==> config.mk <==
export PLATFORM = sky130hd
export DESIGN_NAME = sync_rx_buffer
export DESIGN_NICKNAME = d
export VERILOG_FILES = /design/src/rtl/sync_rx_pkg.sv /design/src/rtl/sync_rx_ram.sv /design/src/rtl/sync_rx_buffer.sv
export SDC_FILE = /design/constraint.sdc
export NUM_CORES = 1
export LEC_CHECK = 0
export CAP_MARGIN = 20
export CELL_PAD_IN_SITES_DETAIL_PLACEMENT = 0
export CELL_PAD_IN_SITES_GLOBAL_PLACEMENT = 2
export CORE_ASPECT_RATIO = 2
export CORE_UTILIZATION = 40
export DETAILED_ROUTE_END_ITERATION = 8
export PLACE_DENSITY_LB_ADDON = 0.1
export SYNTH_ARGS = -nofsm -noshare
export SYNTH_HDL_FRONTEND = slang
export SYNTH_SLANG_ARGS = --single-unit
==> constraint.sdc <==
create_clock -name clk_i -period 2.97 [get_ports clk_i]
set_input_delay 0.297 -clock clk_i [delete_from_list [all_inputs] [get_ports clk_i]]
set_output_delay 0.297 -clock clk_i [all_outputs]
set_load 0.01 [all_outputs]
==> src/rtl/sync_rx_pkg.sv <==
// Shared constants for the synchronizer receive buffer.
package sync_rx_pkg;
    localparam int DW_DEF    = 8;
    localparam int DEPTH_DEF = 8;
    localparam int DROP_CW   = 16;
endpackage

==> src/rtl/sync_rx_ram.sv <==
// Storage array for sync_rx_buffer: one write port, asynchronous read, no reset.
module sync_rx_ram #(
    parameter int DW    = 8,
    parameter int DEPTH = 8,
    parameter int AW    = $clog2(DEPTH)
) (
    input  logic          clk_i,
    input  logic          we,
    input  logic [AW-1:0] waddr,
    input  logic [DW-1:0] wdata,
    input  logic [AW-1:0] raddr,
    output logic [DW-1:0] rdata
);
    logic [DW-1:0] mem [DEPTH];

    always_ff @(posedge clk_i) begin
        if (we) begin
            mem[waddr] <= wdata;
        end
    end

    assign rdata = mem[raddr];
endmodule

==> src/rtl/sync_rx_buffer.sv <==
// First-word-fall-through receive buffer behind a multi-bit synchronizer; drops on full, sticky ovf.
// Optional drop counter output enabled by defining SYNC_RXBUF_STAT_EN.
module sync_rx_buffer
    import sync_rx_pkg::*;
#(
    parameter int DW    = DW_DEF,
    parameter int DEPTH = DEPTH_DEF
) (
    input  logic                     clk_i,
    input  logic                     rst_i,
    input  logic                     in_vld,
    input  logic [DW-1:0]            din,
    output logic                     out_vld,
    input  logic                     out_rdy,
    output logic [DW-1:0]            dout,
    output logic [$clog2(DEPTH):0]   level,
    output logic                     ovf,
    input  logic                     ovf_clr
`ifdef SYNC_RXBUF_STAT_EN
    ,
    output logic [DROP_CW-1:0]       drop_cnt
`endif
);
    localparam int AW = $clog2(DEPTH);
    localparam int LW = AW + 1;
    localparam logic [AW-1:0] PTR_ONE  = AW'(1);
    localparam logic [LW-1:0] LVL_ONE  = LW'(1);
    localparam logic [LW-1:0] LVL_FULL = LW'(DEPTH);

    logic [AW-1:0] wr_ptr;
    logic [AW-1:0] rd_ptr;
    logic [LW-1:0] level_q;
    logic          ovf_q;
    logic          full;
    logic          push;
    logic          pop;
    logic          drop;

    assign out_vld = (level_q != '0);
    assign full    = (level_q == LVL_FULL);
    assign pop     = out_vld & out_rdy;
    // A pop in the same cycle frees the slot, so a full buffer still accepts.
    assign push    = in_vld & (~full | pop);
    assign drop    = in_vld & full & ~pop;

    always_ff @(posedge clk_i) begin
        if (rst_i) begin
            wr_ptr  <= '0;
            rd_ptr  <= '0;
            level_q <= '0;
            ovf_q   <= 1'b0;
        end else begin
            if (push) begin
                wr_ptr <= wr_ptr + PTR_ONE;
            end
            if (pop) begin
                rd_ptr <= rd_ptr + PTR_ONE;
            end
            case ({push, pop})
                2'b10:   level_q <= level_q + LVL_ONE;
                2'b01:   level_q <= level_q - LVL_ONE;
                default: level_q <= level_q;
            endcase
            // Drop outranks a concurrent clear so no overflow event is lost.
            if (drop) begin
                ovf_q <= 1'b1;
            end else if (ovf_clr) begin
                ovf_q <= 1'b0;
            end
        end
    end

`ifdef SYNC_RXBUF_STAT_EN
    logic [DROP_CW-1:0] drop_cnt_q;

    always_ff @(posedge clk_i) begin
        if (rst_i) begin
            drop_cnt_q <= '0;
        end else if (drop && (drop_cnt_q != '1)) begin
            drop_cnt_q <= drop_cnt_q + DROP_CW'(1);
        end
    end

    assign drop_cnt = drop_cnt_q;
`endif

    sync_rx_ram #(
        .DW    (DW),
        .DEPTH (DEPTH),
        .AW    (AW)
    ) u_ram (
        .clk_i (clk_i),
        .we    (push),
        .waddr (wr_ptr),
        .wdata (din),
        .raddr (rd_ptr),
        .rdata (dout)
    );

    assign level = level_q;
    assign ovf   = ovf_q;
endmodule

# Word-level counts from Yosys, hierarchy flattened

Memory sizes are Yosys's and may differ from the RTL's. A register that Yosys moved wholly into a read port is not among the register bits.
Cells that the tools add are included.

Flip-flop bits (word level): 11
RAM bits: 64
Input port bits: 13
Memories kept: 1
Output and inout bits: 14

Add/sub/neg operators: 4
Reductions and logical operators: 3
Equality and inequality tests: 3
Muxes and demuxes: 7
Bitwise gates (word level): 7

Memories:

| memory    | depth | width | rd ports | clocked after Yosys merged registers in | wr ports | RTL line          | source |
|---|---|---|---|---|---|---|---|
| u_ram.mem | 8     | 8     | 1        | 1                                       | 1        | sync_rx_ram.sv:14 | `logic [DW-1:0] mem [DEPTH];` |

Operators with widths:

| kind                  | count |
|---|---|
| $pmux W4 S2           | 1 |
| $add A3 B1 Y3 const B | 2 |
| $mux W3               | 2 |
| $add A4 B1 Y4 const B | 1 |
| $and A1 B1 Y1         | 4 |
| $eq A4 B4 Y1 const B  | 1 |
| $mux W1               | 4 |
| $reduce_bool A2 Y1    | 2 |
| $reduce_bool A4 Y1    | 1 |
| $sub A4 B1 Y4 const B | 1 |
| $eq A2 B1 Y1 const B  | 1 |
| $eq A2 B2 Y1 const B  | 1 |
| $not A1 Y1            | 2 |
| $or A1 B1 Y1          | 1 |

# Logic depth before layout (Yosys ltp)

Gate-level depths: netlist of the first run.

Word-level depth: 6
Depth in mapped cells: 10
Depth with buffers taken out: 8

# Cells and area by module

From an unflattened synthesis of the first run, not the netlist that was laid out.

Cells, all modules: 169
Area total of the unflattened synthesis: 3125.5 µm²

Modules (own cells, without submodules):

| module         | cells each | area an instance (µm²) | sequential area each (µm²) | instances |
|---|---|---|---|---|
| sync_rx_ram    | 106        | 2531.2                 | 1921.8                     | 1 |
| sync_rx_buffer | 63         | 594.3                  | 220.2                      | 1 |

# Worst setup path before layout of the first run

No wires, ideal clock.

Path type: register -> register
Start point: register level_q[1], in the netlist level[1]
End point: register level_q[2], in the netlist level[2]
Arrival time: 2.005 ns
Period minus slack after synthesis: 2.144 ns
Slack: 0.826 ns
Data required time: 2.831 ns
Library setup time: 0.139 ns
Cell stages (with the launch flop): 11
Path through: dfxtp_1 buf_6 or4_1 buf_2 nand2_2 xnor2_1 ha_1 nor2_1 nor4b_1 a311oi_1 o221ai_1

Longest elaborated chain between the ends: 6
Elaborated cells on any way between the ends: 12

Ends and longest elaborated chain:

| what                                                     | RTL line             | source |
|---|---|---|
| start: declaration                                       | sync_rx_buffer.sv:32 | `logic [LW-1:0] level_q;` |
| start signal: assignment                                 | sync_rx_buffer.sv:60 | `2'b10: level_q <= level_q + LVL_ONE;` |
| start signal: assignment                                 | sync_rx_buffer.sv:61 | `2'b01: level_q <= level_q - LVL_ONE;` |
| start signal: assignment                                 | sync_rx_buffer.sv:62 | `default: level_q <= level_q;` |
| $reduce_bool A4 Y1 (*)                                   | sync_rx_buffer.sv:39 | `assign out_vld = (level_q != '0);` |
| via out_vld                                              | sync_rx_buffer.sv:13 | `output logic out_vld,` |
| $and A1 B1 Y1 (*)                                        | sync_rx_buffer.sv:41 | `assign pop = out_vld & out_rdy;` |
| $or A1 B1 Y1                                             | sync_rx_buffer.sv:43 | `assign push = in_vld & (~full \| pop);` |
| $and A1 B1 Y1                                            | sync_rx_buffer.sv:43 |  |
| $eq A2 B1 Y1 / $eq A2 B2 Y1 (equally long branches)      | sync_rx_buffer.sv:59 | `case ({push, pop})` |
| $pmux W4 S2 / $reduce_bool A2 Y1 (equally long branches) | -                    |  |

Mark *: on every way through the listed nets, which the timed path passes. The rest lies on a longest branch.
A chain may end at the register's enable or synchronous reset.

==> metrics, run 1 <==
height of the chip 129 um; Synth area leaders edfxtp_1, mux4_2, dfxtp_1; Clock Latency Late Sink 0.33 ns; Rows 46; port buffer count 26; WL per Instance 18.8 um; mux cell area share after synthesis 14.6%; Post-synth EDFFs 64; Num CTS Buffers 9; share of the synthesized area in the top cell type 59.7%; Hold-fix buffers, CTS 0; drt drc 0; Critical Path End Type output port; Leak 1.27 nW; CP Max Fanout 16; synth unique cells 41; Final Cycle Share 86.2%; DPL Wire Length 4.18 mm; vias in the first global route 1,776; Routed Antenna Nets 0; post-synthesis sequential area ratio 68.4%; storage element area 2200 um2; Starting DRT DRC Count 103; max-slew violations 0; Yosys warning total 0; Worst slew margin 60.2%; Multi-input gate area 936 um2; ant diodes 0; synthesized net count 197; CTS H-tree lvls 3; mapped cell area 3220 um2; Final min period 2.56 ns; fin nets 234; PD cells 746 nW/um2; die width 65.4 um; total gr overflow 0; final hold vios 0; Setup crit start kind flop; largest family of logic cells by synthesized area multiplexers; Simple-Gate Fraction of Synth Area 7.43%; drt via density 5.28; Synth Area in Compound Gates 3.73%; clock slew at reported path FFs 0.06 ns; Root Driver clkbuf_16; Crit Path Category flop to output port; post-synth top area cell edfxtp_1; core area 7890 um2; top_reg_cell synth edfxtp_1; adder-cell area share of the yosys netlist 1.17%; vias 1,685; RSZ-0062 raised after global routing no; clock tree buffer depth 2; Pre-antenna DRT Iters 4; synth cell count leaders edfxtp_1, mux4_2, dfxtp_1; status finished clean; xor/xnor cell area share of the yosys netlist 2.14%; Fmax achieved 391 MHz; Final TNS setup 0 ns; CTS sink cnt 78; Resized Gates After CTS 0; io pins 27; peak supply drop 0.000312 V; fraction of layout cells with a size suffix above 1 26.9%; ys async rst share 0%; drt total wl 6.01 mm; filler cell count 678; first-pass GRT wire length 9.32 mm; Die Area 8430 um2; Max Cap Viol 0; initial antenna violation count 0; minimum hold slack 0.471 ns; count leader, synth edfxtp_1; Setup violations, final 0; Post-Syn Instances 181; gp weighted congestion 0.694; Starting Density 40.8%; Total GRT Usage 16.3%; average cell area after synthesis 17.8 um2; Min-Delay Path Class flop to flop; Data required, critical path 2.67 ns; largest net degree at the start of global routing 17; Post-CTS Setup Inserts 0; P&R area growth vs syn 21.3%; critical path arrival 2.26 ns; Worst Skew 0.00610 ns; register bit total from synthesis 78; worst-margin pin slew 0.595 ns; CTS tree yes
## worst max-delay path, stage by stage, from the launching register on
cell,delay (ns)
dfxtp_1,0.31
buf_4,0.31
mux4_2,0.56
mux2_2,0.28
clkdlybuf4s50_1,0.48
## power by group
part	internal [mW]	switching, mW	leakage [nW]	total [mW]
registers	1.24	0.0582	0.696	1.29
logic	0.323	0.258	0.427	0.581
clock network	0.635	0.403	0.146	1.04
## cell usage in the layout, fill, tap and decap left out, types with 2 or more instances in the layout
cell,instances
mux2i_1,2
xnor2_1,4
nand2b_1,6
nor2_1,13
xor2_1,2
clkbuf_16,10
clkinv_2,3
nand4b_1,2
nor3_1,5
mux2_2,8
nand2_1,4
edfxtp_1,64
a21oi_1,3
ha_1,3
inv_1,2
buf_4,11
dfxtp_1,14
clkdlybuf4s50_1,26
nor4b_1,2
mux4_2,16
## flip-flops by register name (all words and copies together), names as in the netlist, named ones only
signal	cells
level	4
ovf	1
rd_ptr	3
u_ram.mem	64
wr_ptr	3
## through the flow
step / instances / area [um2] / setup WS [ns] / util, % / total power, mW
2_1_floorplan: 181 / 3220 / 0.826 / - / 1.73
4_1_cts: 319 / 3900 / 0.360 / 49.5 / 2.96
3_5_place_dp: 303 / 3610 / 0.533 / 45.8 / 1.91
6_report: 319 / 3900 / 0.409 / 49.5 / 2.91
3_3_place_gp: 303 / 3610 / 0.615 / 45.8 / 1.90
5_1_grt: 319 / 3900 / 0.307 / 49.5 / 3.04
## cell families (layout without fill, tap and decap cells)
kind of cell / after synthesis / in the layout
adder cells (fa/ha/maj): 3 / 3
AO/OA/AOI/OAI: 12 / 12
multiplexers: 26 / 26
buffers and inverters: 13 / 55
XOR/XNOR: 7 / 7
flip-flops: 78 / 78
AND/OR/NAND/NOR: 42 / 42
## per-layer routing
metal / share of wire (%) / wire (um) / track usage, % / up-vias
met5: 0 / 0 / 0 / -
met3: 2.8 / 169 / 3.99 / 12
met4: 2.4 / 147 / 8.44 / 0
met2: 59 / 3570 / 31.4 / 31
li1: - / - / - / 784
met1: 35 / 2120 / 14.9 / 858
## final timing paths
check / start / end / slack [ns] / depth (start not counted)
worst max-delay path: flop / dout[7] / 0.41 / 4
worst min-delay path: ovf / ovf / 0.47 / 2
worst max register to register: level[1] / level[2] / 0.59 / 8
worst min register to register: ovf / ovf / 0.47 / 2
## final cells by class
| class | count | area share [%] |
|---|---|---|
| Clock inverter | 5 | 0.801 |
| Multi-Input combinational cell | 90 | 24.0 |
| Clock buffer | 11 | 6.76 |
| Timing Repair Buffer | 37 | 8.78 |
| Inverter | 2 | 0.192 |
| Tap cell | 96 | 3.08 |
| Sequential cell | 78 | 56.4 |
Note: power is estimated with default switching activity, not from simulation.
==> inputs of run 2 (changes only) <==
--- a/config.mk
+++ b/config.mk
@@ -7,7 +7,7 @@
 export LEC_CHECK = 0
 export CAP_MARGIN = 20
 export CELL_PAD_IN_SITES_DETAIL_PLACEMENT = 0
-export CELL_PAD_IN_SITES_GLOBAL_PLACEMENT = 2
+export CELL_PAD_IN_SITES_GLOBAL_PLACEMENT = 1
 export CORE_ASPECT_RATIO = 2
 export CORE_UTILIZATION = 40
 export DETAILED_ROUTE_END_ITERATION = 8
==> metrics, run 2 (synthesis gave the netlist of run 1 again) <==
largest net degree at the start of global routing 17 (unchanged); NetSw 728 uW (was 720 uW); Min-Delay Path Class flop to flop (unchanged); fin nets 234 (unchanged); Critical Path End Type output port (unchanged); r2r startpoint level[1] (unchanged); Resized Gates After CTS 0 (unchanged); drt via density 5.21 (was 5.28); Setup violations, final 0 (unchanged); Max Cap Viol 0 (unchanged); total gr overflow 0 (unchanged); CP endpoint dout[3] (was dout[7]); vias 1,663 (was 1,685); Worst Skew 0.00735 ns (was 0.00610 ns); Largest Register u_ram.mem (unchanged); Crit Path Category flop to output port (unchanged); Die Area 8430 um2 (unchanged); RSZ-0062 raised after global routing no (unchanged); reg2reg end level[2] (unchanged); fraction of layout cells with a size suffix above 1 26.9% (unchanged); ant diodes 0 (unchanged); Root Driver clkbuf_16 (unchanged); Hold-fix buffers, CTS 0 (unchanged); commonest non-fill, non-tap cell in the layout edfxtp_1 (unchanged); vias in the first global route 1,821 (was 1,776); die width 65.4 um (unchanged); Final Cycle Share 85.7% (was 86.2%); final hold vios 0 (unchanged); clock slew at reported path FFs 0.06 ns (about the same); minimum hold slack 0.472 ns (was 0.471 ns); most frequent cells in the layout edfxtp_1, clkdlybuf4s50_1, mux4_2, dfxtp_1, nor2_1 (unchanged); Final TNS setup 0 ns (unchanged); Fmax achieved 393 MHz (was 391 MHz); switch share 22.2% (was 24.7%); worst reg-to-reg path cell count 8 (unchanged); WL per Instance 19.0 um (was 18.8 um); Sequential Power Share 39.4% (was 44.4%); initial antenna violation count 0 (unchanged); Multi-input gate area 936 um2 (unchanged); status finished clean (unchanged); Final min period 2.55 ns (was 2.56 ns); Rows 46 (unchanged); DPL Wire Length 4.15 mm (was 4.18 mm); Worst slew margin 58.8% (was 60.2%); CTS sink cnt 78 (unchanged); max-slew violations 0 (unchanged); Power Internal 2.56 mW (was 2.19 mW); drt total wl 6.06 mm (was 6.01 mm); CTS tree yes (unchanged); Clock Latency Late Sink 0.33 ns (about the same); combinational share of power 17.8% (was 20.0%); Leak 1.32 nW (was 1.27 nW); filler cell count 640 (was 678); height of the chip 129 um (unchanged); P&R area growth vs syn 24.7% (was 21.3%); io pins 27 (unchanged); CTS H-tree lvls 3 (unchanged); critical path arrival 2.25 ns (was 2.26 ns); Data required, critical path 2.67 ns (about the same); Setup crit start kind flop (unchanged); storage element area 2200 um2 (unchanged); Post-CTS Setup Inserts 0 (unchanged); Num CTS Buffers 9 (unchanged); port buffer count 26 (unchanged); PD cells 818 nW/um2 (was 746 nW/um2); Pre-antenna DRT Iters 4 (unchanged); clock tree buffer depth 2 (unchanged); Clk pwr share 42.8% (was 35.6%); Starting DRT DRC Count 62 (was 103); peak supply drop 0.000465 V (was 0.000312 V); core area 7890 um2 (unchanged); Routed Antenna Nets 0 (unchanged); Starting Density 40.8% (unchanged); Total GRT Usage 16.8% (was 16.3%); gp weighted congestion 0.767 (was 0.694); worst-margin pin slew 0.616 ns (was 0.595 ns); max reg flops 64 (unchanged); drt drc 0 (unchanged); Power Total 3.28 mW (was 2.91 mW); CP Max Fanout 16 (unchanged); first-pass GRT wire length 9.76 mm (was 9.32 mm); FF-to-FF setup slack 0.50 ns (was 0.59 ns)
-- run 2: power groups by stage --
stage | logic (mW) | registers, mW | clock network [mW]
floorplan | 0.431 | 1.30 | 0
global placement | 0.580 | 1.31 | 0
detailed placement | 0.595 | 1.32 | 0
CTS | 0.599 | 1.29 | 1.43
global route | 0.636 | 1.30 | 1.48
finish | 0.585 | 1.29 | 1.41
-- run 2: final cells by class --
class / instances / share of cell area, %
clock inverters: 3 / 2.25
inverters: 2 / 0.187
repair buffers: 37 / 8.54
flip-flops and latches: 78 / 54.9
clock buffers: 13 / 7.83
multi-input cells: 90 / 23.3
well taps: 96 / 2.99
-- run 2: per-layer routing --
metal	track usage [%]	wire length, um	up-vias
met5	0	0	-
met4	9.08	153	0
met3	4.79	125	11
met2	30.1	3530	34
met1	17.0	2250	838
li1	-	-	780
-- run 2: through the flow --
step           setup slack [ns]  instance area (um2)  utilization, %  cells
6_report                  0.425                 4010            50.9    319
5_1_grt                   0.309                 4010            50.9    319
4_1_cts                   0.358                 4010            50.9    319
3_5_place_dp              0.454                 3610            45.8    303
3_3_place_gp              0.629                 3610            45.8    303
2_1_floorplan             0.826                 3220               -    181
-- run 2: critical path: stages, from the launching register on --
cell and delay, ns:
dfxtp_1 0.31, buf_4 0.30, mux4_2 0.56, mux2_2 0.27
clkdlybuf4s50_1 0.47
-- run 2: worst min path at each step --
stage                          from  depth (start not counted)  slack (ns)        end
after floorplan               rst_i                          1        0.37        ovf
after global placement          ovf                          2        0.47        ovf
after detailed placement        ovf                          2        0.47        ovf
after CTS                       ovf                          2        0.48        ovf
after global routing      rd_ptr[1]                          2        0.51  rd_ptr[1]
final                           ovf                          2        0.47        ovf
